$ cat src/rtl/data_select_pipe.sv
// Two-stage valid/ready pipeline: pass/add/sub/min/max on a signed operand pair plus a running accumulator.
// Optional feature: define DATA_SELECT_SAT_EN to saturate the accumulator instead of wrapping it.
module data_select_pipe #(
  parameter int unsigned DW = 8,
  parameter int unsigned OW = DW + 1
) (
  input  logic          clk,
  input  logic          rst_n,
  input  logic          in_valid,
  output logic          in_ready,
  input  logic [DW-1:0] in_a,
  input  logic [DW-1:0] in_b,
  input  logic [2:0]    in_op,
  output logic          out_valid,
  input  logic          out_ready,
  output logic [OW-1:0] out_c,
  output logic [2:0]    out_op,
  output logic          acc_ovf
);

  localparam int unsigned EXT_W = OW - DW;

  localparam logic [2:0] OP_A   = 3'b000;
  localparam logic [2:0] OP_B   = 3'b001;
  localparam logic [2:0] OP_ADD = 3'b010;
  localparam logic [2:0] OP_SUB = 3'b011;
  localparam logic [2:0] OP_ACC = 3'b100;
  localparam logic [2:0] OP_CLR = 3'b101;
  localparam logic [2:0] OP_MAX = 3'b110;
  localparam logic [2:0] OP_MIN = 3'b111;

`ifdef DATA_SELECT_SAT_EN
  localparam logic [OW-1:0] ACC_MAX = {1'b0, {(OW-1){1'b1}}};
  localparam logic [OW-1:0] ACC_MIN = {1'b1, {(OW-1){1'b0}}};
`endif

  typedef struct packed {
    logic [2:0]    op;
    logic [DW-1:0] a;
    logic [DW-1:0] b;
  } beat_t;

  beat_t         s1_q, s1_d;
  logic          s1_valid_q, s1_valid_d;
  logic          out_valid_q, out_valid_d;
  logic [OW-1:0] out_c_q, out_c_d;
  logic [2:0]    out_op_q, out_op_d;
  logic [OW-1:0] acc_q, acc_d;
  logic          acc_ovf_q, acc_ovf_d;

  logic s2_free;
  logic accept;
  logic advance;

  logic signed [OW-1:0] a_ext;
  logic signed [OW-1:0] b_ext;
  logic        [OW:0]   acc_sum;
  logic                 sum_ovf;
  logic        [OW-1:0] acc_new;
  logic        [OW-1:0] res;

  // Handshake: stage 2 frees up when empty or being drained this edge
  assign s2_free  = !out_valid_q || out_ready;
  assign in_ready = !s1_valid_q || s2_free;
  assign accept   = in_valid && in_ready;
  assign advance  = s1_valid_q && s2_free;

  // Stage 1 capture
  always_comb begin
    s1_d       = s1_q;
    s1_valid_d = s1_valid_q;
    if (accept) begin
      s1_d.op    = in_op;
      s1_d.a     = in_a;
      s1_d.b     = in_b;
      s1_valid_d = 1'b1;
    end else if (advance) begin
      s1_valid_d = 1'b0;
    end
  end

  // Datapath on the stage-1 beat; the accumulator sum carries one guard bit
  always_comb begin
    a_ext   = {{EXT_W{s1_q.a[DW-1]}}, s1_q.a};
    b_ext   = {{EXT_W{s1_q.b[DW-1]}}, s1_q.b};
    acc_sum = {acc_q[OW-1], acc_q} + {a_ext[OW-1], a_ext};
    sum_ovf = acc_sum[OW] ^ acc_sum[OW-1];
`ifdef DATA_SELECT_SAT_EN
    if (sum_ovf) begin
      acc_new = acc_sum[OW] ? ACC_MIN : ACC_MAX;
    end else begin
      acc_new = acc_sum[OW-1:0];
    end
`else
    acc_new = acc_sum[OW-1:0];
`endif
    res = '0;
    unique case (s1_q.op)
      OP_A:    res = a_ext;
      OP_B:    res = b_ext;
      OP_ADD:  res = a_ext + b_ext;
      OP_SUB:  res = a_ext - b_ext;
      OP_ACC:  res = acc_new;
      OP_CLR:  res = '0;
      OP_MAX:  res = (a_ext > b_ext) ? a_ext : b_ext;
      OP_MIN:  res = (a_ext < b_ext) ? a_ext : b_ext;
      default: res = '0;
    endcase
  end

  // Stage 2: result register and accumulator move only when a beat advances
  always_comb begin
    out_valid_d = out_valid_q;
    out_c_d     = out_c_q;
    out_op_d    = out_op_q;
    acc_d       = acc_q;
    acc_ovf_d   = acc_ovf_q;
    if (s2_free) begin
      out_valid_d = s1_valid_q;
    end
    if (advance) begin
      out_c_d  = res;
      out_op_d = s1_q.op;
      if (s1_q.op == OP_ACC) begin
        acc_d = acc_new;
        if (sum_ovf) begin
          acc_ovf_d = 1'b1;
        end
      end else if (s1_q.op == OP_CLR) begin
        acc_d     = '0;
        acc_ovf_d = 1'b0;
      end
    end
  end

  always_ff @(posedge clk or negedge rst_n) begin
    if (!rst_n) begin
      s1_q        <= '0;
      s1_valid_q  <= 1'b0;
      out_valid_q <= 1'b0;
      out_c_q     <= '0;
      out_op_q    <= '0;
      acc_q       <= '0;
      acc_ovf_q   <= 1'b0;
    end else begin
      s1_q        <= s1_d;
      s1_valid_q  <= s1_valid_d;
      out_valid_q <= out_valid_d;
      out_c_q     <= out_c_d;
      out_op_q    <= out_op_d;
      acc_q       <= acc_d;
      acc_ovf_q   <= acc_ovf_d;
    end
  end

  assign out_valid = out_valid_q;
  assign out_c     = out_c_q;
  assign out_op    = out_op_q;
  assign acc_ovf   = acc_ovf_q;

endmodule
$ cat config.mk
export PLATFORM = sky130hd
export DESIGN_NAME = data_select_pipe
export DESIGN_NICKNAME = d
export VERILOG_FILES = /design/src/rtl/data_select_pipe.sv
export SDC_FILE = /design/constraint.sdc
export NUM_CORES = 1
export LEC_CHECK = 0
export CAP_MARGIN = 15
export CORE_ASPECT_RATIO = 1.75
export CORE_MARGIN = 4
export CORE_UTILIZATION = 35
export CTS_BUF_LIST = sky130_fd_sc_hd__clkbuf_8
export CTS_CLUSTER_DIAMETER = 30
export CTS_CLUSTER_SIZE = 20
export DETAILED_ROUTE_END_ITERATION = 10
export GPL_ROUTABILITY_DRIVEN = 0
export GPL_TIMING_DRIVEN = 0
export PLACE_DENSITY = 0.57
export SLEW_MARGIN = 20
export SYNTH_ARGS = -nofsm -noshare
export SYNTH_HDL_FRONTEND = slang
export SYNTH_SLANG_ARGS = --single-unit
$ cat constraint.sdc
create_clock -name clk -period 2.8 [get_ports clk]
set_input_delay 0.56 -clock clk [delete_from_list [all_inputs] [get_ports clk]]
set_output_delay 0.56 -clock clk [all_outputs]
set_load 0.05 [all_outputs]
==> results.md, run 1 <==
- Core ar.: between 9000 and 10000 um2
- Initial antenna violation count: 0
- I/O Buffers: 37
- P_int: roughly 1.8 mW
- Critical R2R Capture: out_c[6]
- Worst EP arrival: slightly below 3 ns
- Netlist Area Pre-Place: 3430 um2
- Post-DP HPWL: 8.09 mm
- PwrDens: between 700 and 800 nW/um2
- Clock share of power: around 17%
- Worst skew pair latency: 0.32 ns
- Layout cells sized above 1: 14.7%
- Nets: 471
- Leading register cell type out of synthesis: dfrtp_1
- Reg clk slew, reported paths: around 0.10 ns
- Final WS setup: 0.116 ns
- GR Util All Layers: around 18%
- Setup crit end kind: register
- Cell count after synthesis: ~380
- Cell variety after synth: between 60 and 70
- DR WL/cell: 18.8 um
- Post-synthesis async set-or-reset flop share: between 90% and 100%
- Post-synthesis mux area share: between 8 and 9%
- First-pass iteration count of the detailed router: 4
- Flop pwr share: 28.4%
- Synth Area per Inst: between 9 and 10 um2
- WL final: roughly 10 mm
- Site Rows: 47
- Crit-path slowest cell: dfrtp_1
- R2R Setup Slk: between 0.1 and 0.15 ns
- Vias: 2982
- Period utilization: between 90% and 100%
- Max-slew violation count: 0
- Status: complete, no violations
- Via density: between 5 and 6
- VDD IR max: 0.274 mV
- CTS tree: done
- Crit path max-delay family: compound AO/OA/AOI/OAI gates
- Die width: approximately 83 um
- RSZ-0062 raised after global routing: false
- Actual slew at the worst max-slew pin: slightly below 0.7 ns
- Root buffer cell: clkbuf_8
- R2R Path Start: a_ext[0]
- Warnings, synthesis: 0
- Final cell count without fillers: about 540
- Synth Area in Adders: between 10% and 20%
- FMAX: between 300 and 400 MHz
- Die H: between 100 and 150 um
- DRC errors left: 0
- Post-CTS Resized: 1
- Max cap viols: 0
- Antenna-violating nets left: 0
- Slew margin rel.: between 50% and 60%
- Syn nets: roughly 430
- Area Overhead vs Synth: 19.8%
- Synth Area in XOR/XNOR: a little over 3%
- Simple logic cell fraction of the synthesized area: 16.9%
- Slowest stage delay, CP: around 0.45 ns
- Global route overflow: 0
- Hold Buf Count CTS: 0
- Main combinational cell family by area after synthesis: compound AO/OA/AOI/OAI gates
- Kind of critical path: reg2reg
- Vias in the first global route: ~3.1k
- Final worst path period need: about 2.7 ns
- Hold Crit Class: in2async
- DR iter-0 viols: around 150
- CTS Buffer Depth: 2
- Critical Path RT: around 3.0 ns
- Synth Register Bits: 43
- N_diodes: 0
- R2R depth: 10
- Final setup fails: 0
- Switch Pwr: 1.41 mW
- WP buf/inv: 1
- Inserted Clock Buffers: 5
- DP Worst Slack: -0.0154 ns
- Die ar.: 11500 um2
- Number of H-tree levels: 2
- Compound-cell area share of the yosys netlist: 23.7%
- Largest net degree at the start of global routing: 25
- Startpoint types: register
- Leak pwr: 1.71 nW
- Final Hold Viols: 0
- First-pass GRT wire length: about 16 mm
- Initial cell density of the core: a little over a third
- Setup Skew: approximately 0.016 ns
- Boundary Pins: 38
- Net Sw Frac: around 44%
- Worst-path cell chain: ha_1 > inv_1 > fa_1 > nor2b_1 > o31a_1 > o21a_1 > nor2_1 > xnor2_1 > a211o_1 > o32a_1
- TritonCTS Sinks: 43
- # Post-CTS Setup Buffers: 0
- EDFF count, synth: 0
- Comb pwr share: a little over half
- CP Max Fanout: 5
- Sequential share of the synthesized area: about a third
- Placed insts: about 540
==> metal layers <==
layer  wire, um  vias up  track usage, %
met1       3920     1456            18.4
met4        437        0            10.2
met5          0        -               0
met3        205       19            1.78
li1           -     1451               -
met2       5640       56            34.1
==> layout make-up <==
cell class	count	area, um2
clock buffers	6	82.6
repair buffers	38	385
fillers	966	5420
inverters	22	82.6
flip-flops and latches	43	1080
multi-input cells	294	2180
clock inverters	2	35.0
plain buffers	16	115
well taps	122	153
==> cell families (layout without fill, tap and decap cells) <==
family          after synthesis  count (layout)
xor+xnor                     12              12
simple gates                119             119
flops                        43              43
fa+ha+maj                    28              28
compound gates              109             109
mux                          26              26
buf+inv                      38              84
==> cells in the mapped netlist (6+ instances only) <==
library cell / number / share of area (%)
a211oi_1: 6 / 1.3
a21oi_1: 16 / 2.3
buf_6: 6 / 2.0
clkbuf_1: 6 / 0.66
dfrtp_1: 43 / 31
ha_1: 25 / 9.1
inv_1: 22 / 2.4
mux2_2: 21 / 6.9
nand2_1: 33 / 3.6
nand2b_1: 7 / 1.3
nor2_1: 36 / 3.9
nor3_1: 7 / 1.0
o21ai_0: 30 / 4.4
o22ai_1: 6 / 1.1
or3_1: 8 / 1.5
xnor2_1: 9 / 2.3
==> cell usage in the layout, fill, tap and decap left out, types with 3 or more instances in the layout <==
cell type	count
fa_1	3
inv_1	22
o21ai_0	30
a21o_1	5
a2111oi_0	3
buf_2	3
o31ai_1	5
dfrtp_1	41
buf_6	6
nor3b_1	3
nand2_1	33
clkdlybuf4s50_1	36
nand2b_1	7
nand4_1	3
o22ai_1	6
and2b_1	3
a31oi_1	3
a211oi_1	4
clkbuf_1	6
nor2b_1	5
ha_1	25
xnor2_1	9
o32a_1	4
o21a_1	5
nor2_1	36
mux2i_1	5
nand3_1	3
a211oi_2	3
mux2_2	21
xor2_1	3
clkbuf_8	6
a21oi_1	16
or3_1	8
nor3_1	6
==> sequential cells by signal, summed over array words and instances, names as in the netlist <==
| name | cells |
|---|---|
| out_valid | 1 |
| acc_ovf | 1 |
| out_op | 3 |
| s1_valid_q | 1 |
| acc_q | 9 |
| b_ext | 8 |
| a_ext | 8 |
| s1_q | 3 |
| out_c | 9 |
==> power groups by stage <==
stage	sequential [mW]	clock, mW	combinational, mW
floorplan	1.10	0	1.04
global placement	0.912	0	1.69
detailed placement	0.917	0	1.72
CTS	0.905	0.552	1.73
global route	0.928	0.570	1.88
finish	0.904	0.532	1.75
==> worst max path at each step <==
stage | startpoint | depth (start not counted) | to | slack (ns)
after floorplan | out_valid | 4 | a_ext[2] | 0.30
after global routing | b_ext[1] | 9 | out_c[6] | 0.01
after detailed placement | a_ext[1] | 8 | out_c[7] | -0.02
after CTS | a_ext[0] | 10 | out_c[6] | 0.10
after global placement | rst_n | 1 | b_ext[3] | -0.06
final | a_ext[0] | 10 | out_c[6] | 0.12
==> per-stage QoR <==
| stage | total power [mW] | hold WS [ns] | utilization, % | setup TNS [ns] | instance area (um2) |
|---|---|---|---|---|---|
| detailed placement | 2.64 | 0.469 | 41.7 | -0.0154 | 3970 |
| finish | 3.18 | 0.201 | 43.2 | 0 | 4110 |
| floorplan | 2.14 | 0.264 | - | 0 | 3430 |
| global placement | 2.61 | 0.463 | 41.5 | -2.41 | 3960 |
| CTS | 3.19 | 0.201 | 43.0 | 0 | 4090 |
| global route | 3.38 | 0.235 | 43.2 | 0 | 4110 |
Power figures use the tool's default switching activity.
==> run 2: changes to the inputs <==
- clock period: 2.8 -> 3.3 ns (I/O delays scaled with it)
==> run 2 against run 1 <==
  * Largest cell class unchanged
  * Non-clock buffer count stayed put
  * Core utilization shrank 0.25 points
  * Largest power group unchanged
  * Clock power is 15% lower
  * Highest routed layer unchanged
  * Clock skew decreased by 0.0016 ns
  * Setup slack better by 0.39 ns
  * Sequential share of layout area rose by 0.091 points
  * Power is 16% lower
==> results.md, run 2 (synthesized netlist as in run 1, its figures left out) <==
- Setup Skew: 0.0142 ns (-0.00156 ns)
- TritonCTS Sinks: 43 (unchanged)
- I/O Buffers: 37 (unchanged)
- Most frequent cell on the critical path: o21ai_0
- Net Sw Frac: 44.4% (-0.096 points)
- Largest net degree at the start of global routing: 25 (unchanged)
- Area Overhead vs Synth: 19.1%
- CP Max Fanout: 9 (+4)
- Layout cells sized above 1: 13.3% (-1.4 points)
- Final setup fails: 0 (unchanged)
- Clock share of power: 16.8% (about the same)
- Crit-path slowest cell: dfrtp_1
- N_diodes: 0 (unchanged)
- PwrDens: 657 nW/um2 (-15%)
- Post-DP HPWL: 8.09 mm (unchanged)
- Nets: 471 (unchanged)
- Critical Path RT: 3.54 ns (+0.53 ns)
- Kind of critical path: reg2reg
- # Post-CTS Setup Buffers: 0 (unchanged)
- Boundary Pins: 38 (unchanged)
- Via density: 5.51 (+0.34%)
- Final WS setup: 0.509 ns (+0.393 ns)
- Multi-input logic area: 2160 um2 (-0.98%)
- Crit path max-delay family: compound AO/OA/AOI/OAI gates
- Initial cell density of the core: 36.0% (unchanged)
- Root buffer cell: clkbuf_8
- Slew margin rel.: 54.1% (about the same)
- Most common cell after layout, fill and taps aside: dfrtp_1
- P_int: 1.49 mW (-15%)
- Die H: 139 um (unchanged)
- DR WL/cell: 18.7 um (-0.28%)
- Actual slew at the worst max-slew pin: 0.683 ns (-0.00527 ns)
- Hold Crit Class: in2async
- DR iter-0 viols: 145 (-2.7%)
- First-pass iteration count of the detailed router: 4 (unchanged)
- Flop pwr share: 28.6% (+0.2 points)
- WL final: 10.2 mm (-0.28%)
- DRC errors left: 0 (unchanged)
- WP buf/inv: 0 (-1)
- Number of H-tree levels: 2 (unchanged)
- Inserted Clock Buffers: 5 (unchanged)
- Leak pwr: 1.70 nW (-0.11%)
- Slowest stage delay, CP: 0.53 ns (+0.08 ns)
- Vias: 2992 (+0.34%)
- Placed insts: 535 (unchanged)
- Final worst path period need: 2.79 ns (+0.107 ns)
- Worst-path cell chain: ha_1 > nand2b_1 > a221oi_1 > o21ai_0 > a2111oi_0 > a211oi_1 > xnor2_1 > o21ai_0
- Switch Pwr: 1.19 mW (-16%)
- Layout filler cell count: 965 (-0.10%)
- Worst EP arrival: 3.03 ns (+0.13 ns)
- DP Worst Slack: 0.485 ns (+0.500 ns)
- R2R Path Start: a_ext[1]
- Crit. Startpoint: a_ext[1]
- Final cell count without fillers: 543 (unchanged)
- Finished Cell Area: 4090 um2 (-0.58%)
- Die width: 82.9 um (unchanged)
- Initial antenna violation count: 0 (unchanged)
- Site Rows: 47 (unchanged)
- Hold Buf Count CTS: 0 (unchanged)
- Antenna-violating nets left: 0 (unchanged)
- Register area: 1080 um2 (-0.23%)
- Finished Core Util: 42.9% (-0.25 points)
- Max cap viols: 0 (unchanged)
- FMAX: 358 MHz (-3.8%)
- CTS tree: done
- Core ar.: 9530 um2 (unchanged)
- Setup TNS: 0 ns (unchanged)
- CTS Buffer Depth: 2 (unchanged)
- Post-CTS Resized: 0 (-1)
- Global route overflow: 0 (unchanged)
- Vias in the first global route: 3110 (-0.064%)
- Comb pwr share: 54.7% (-0.2 points)
- GR Util All Layers: 17.8% (-0.025 points)
- DP Area: 3970 um2 (unchanged)
- Setup crit end kind: register
- Period utilization: 84.6% (-11 points)
- Final Hold Viols: 0 (unchanged)
- Commonest cells after routing, fill and taps aside: dfrtp_1, nor2_1, clkdlybuf4s50_1
- Status: complete, no violations
- RSZ-0062 raised after global routing: false
- Max-slew violation count: 0 (unchanged)
- Reg clk slew, reported paths: 0.10 ns (about the same)
- Startpoint types: register
- Die ar.: 11500 um2 (unchanged)
- VDD IR max: 0.232 mV (-15%)
- Worst skew pair latency: 0.32 ns (about the same)
- First-pass GRT wire length: 16.1 mm (-0.12%)
[run 2: cell types whose count changed in the layout (fill, tap and decap cells not counted), moves of 2 or more]
cell,change
dfrtp_2,-2
a211oi_1,+2
a211oi_2,-2
dfrtp_1,+2
[run 2: cell type report]
class / instances / area share (%)
multi-input combinational: 294 / 52.8
sequential: 43 / 26.3
timing repair buffer: 38 / 9.43
tap: 122 / 3.73
buffer: 16 / 2.82
clock buffer: 6 / 2.02
inverter: 22 / 2.02
clock inverter: 2 / 0.857
[run 2: worst reg2reg max path: stages, from the launching register on]
cell and delay (ns):
dfrtp_1 0.53, ha_1 0.40, nand2b_1 0.18, a221oi_1 0.47
o21ai_0 0.21, a2111oi_0 0.47, a211oi_1 0.12, xnor2_1 0.17
o21ai_0 0.18
[run 2: through the flow]
step           power [mW]  hold WS (ns)
6_report             2.68         0.302
5_1_grt              2.85         0.335
4_1_cts              2.70         0.301
3_5_place_dp         2.24         0.469
3_3_place_gp         2.21         0.463
2_1_floorplan        1.82         0.364
[run 2: power groups by stage]
| stage | sequential [mW] | combinational, mW | clock, mW |
|---|---|---|---|
| after floorplan | 0.936 | 0.880 | 0 |
| after global placement | 0.774 | 1.44 | 0 |
| after detailed placement | 0.778 | 1.46 | 0 |
| after CTS | 0.768 | 1.47 | 0.468 |
| after global routing | 0.786 | 1.59 | 0.483 |
| final | 0.767 | 1.47 | 0.451 |
[run 2: path summary, 6_finish.rpt]
path / slack, ns / endpoint / depth (start not counted)
min: 0.30 / b_ext[7] / 1
min reg2reg: 0.49 / out_op[1] / 2
min in group clk: 0.49 / out_op[1] / 2
max: 0.51 / out_c[7] / 8
max reg2reg: 0.51 / out_c[7] / 8
max in group asynchronous: 2.47 / out_c[4] / 2
[run 2: routing by layer]
layer / vias up / wire, um / global-route usage [%]
li1: 1451 / - / -
met1: 1462 / 3830 / 18.4
met2: 56 / 5630 / 34.0
met3: 23 / 234 / 1.78
met4: 0 / 480 / 10.2
met5: - / 0 / 0
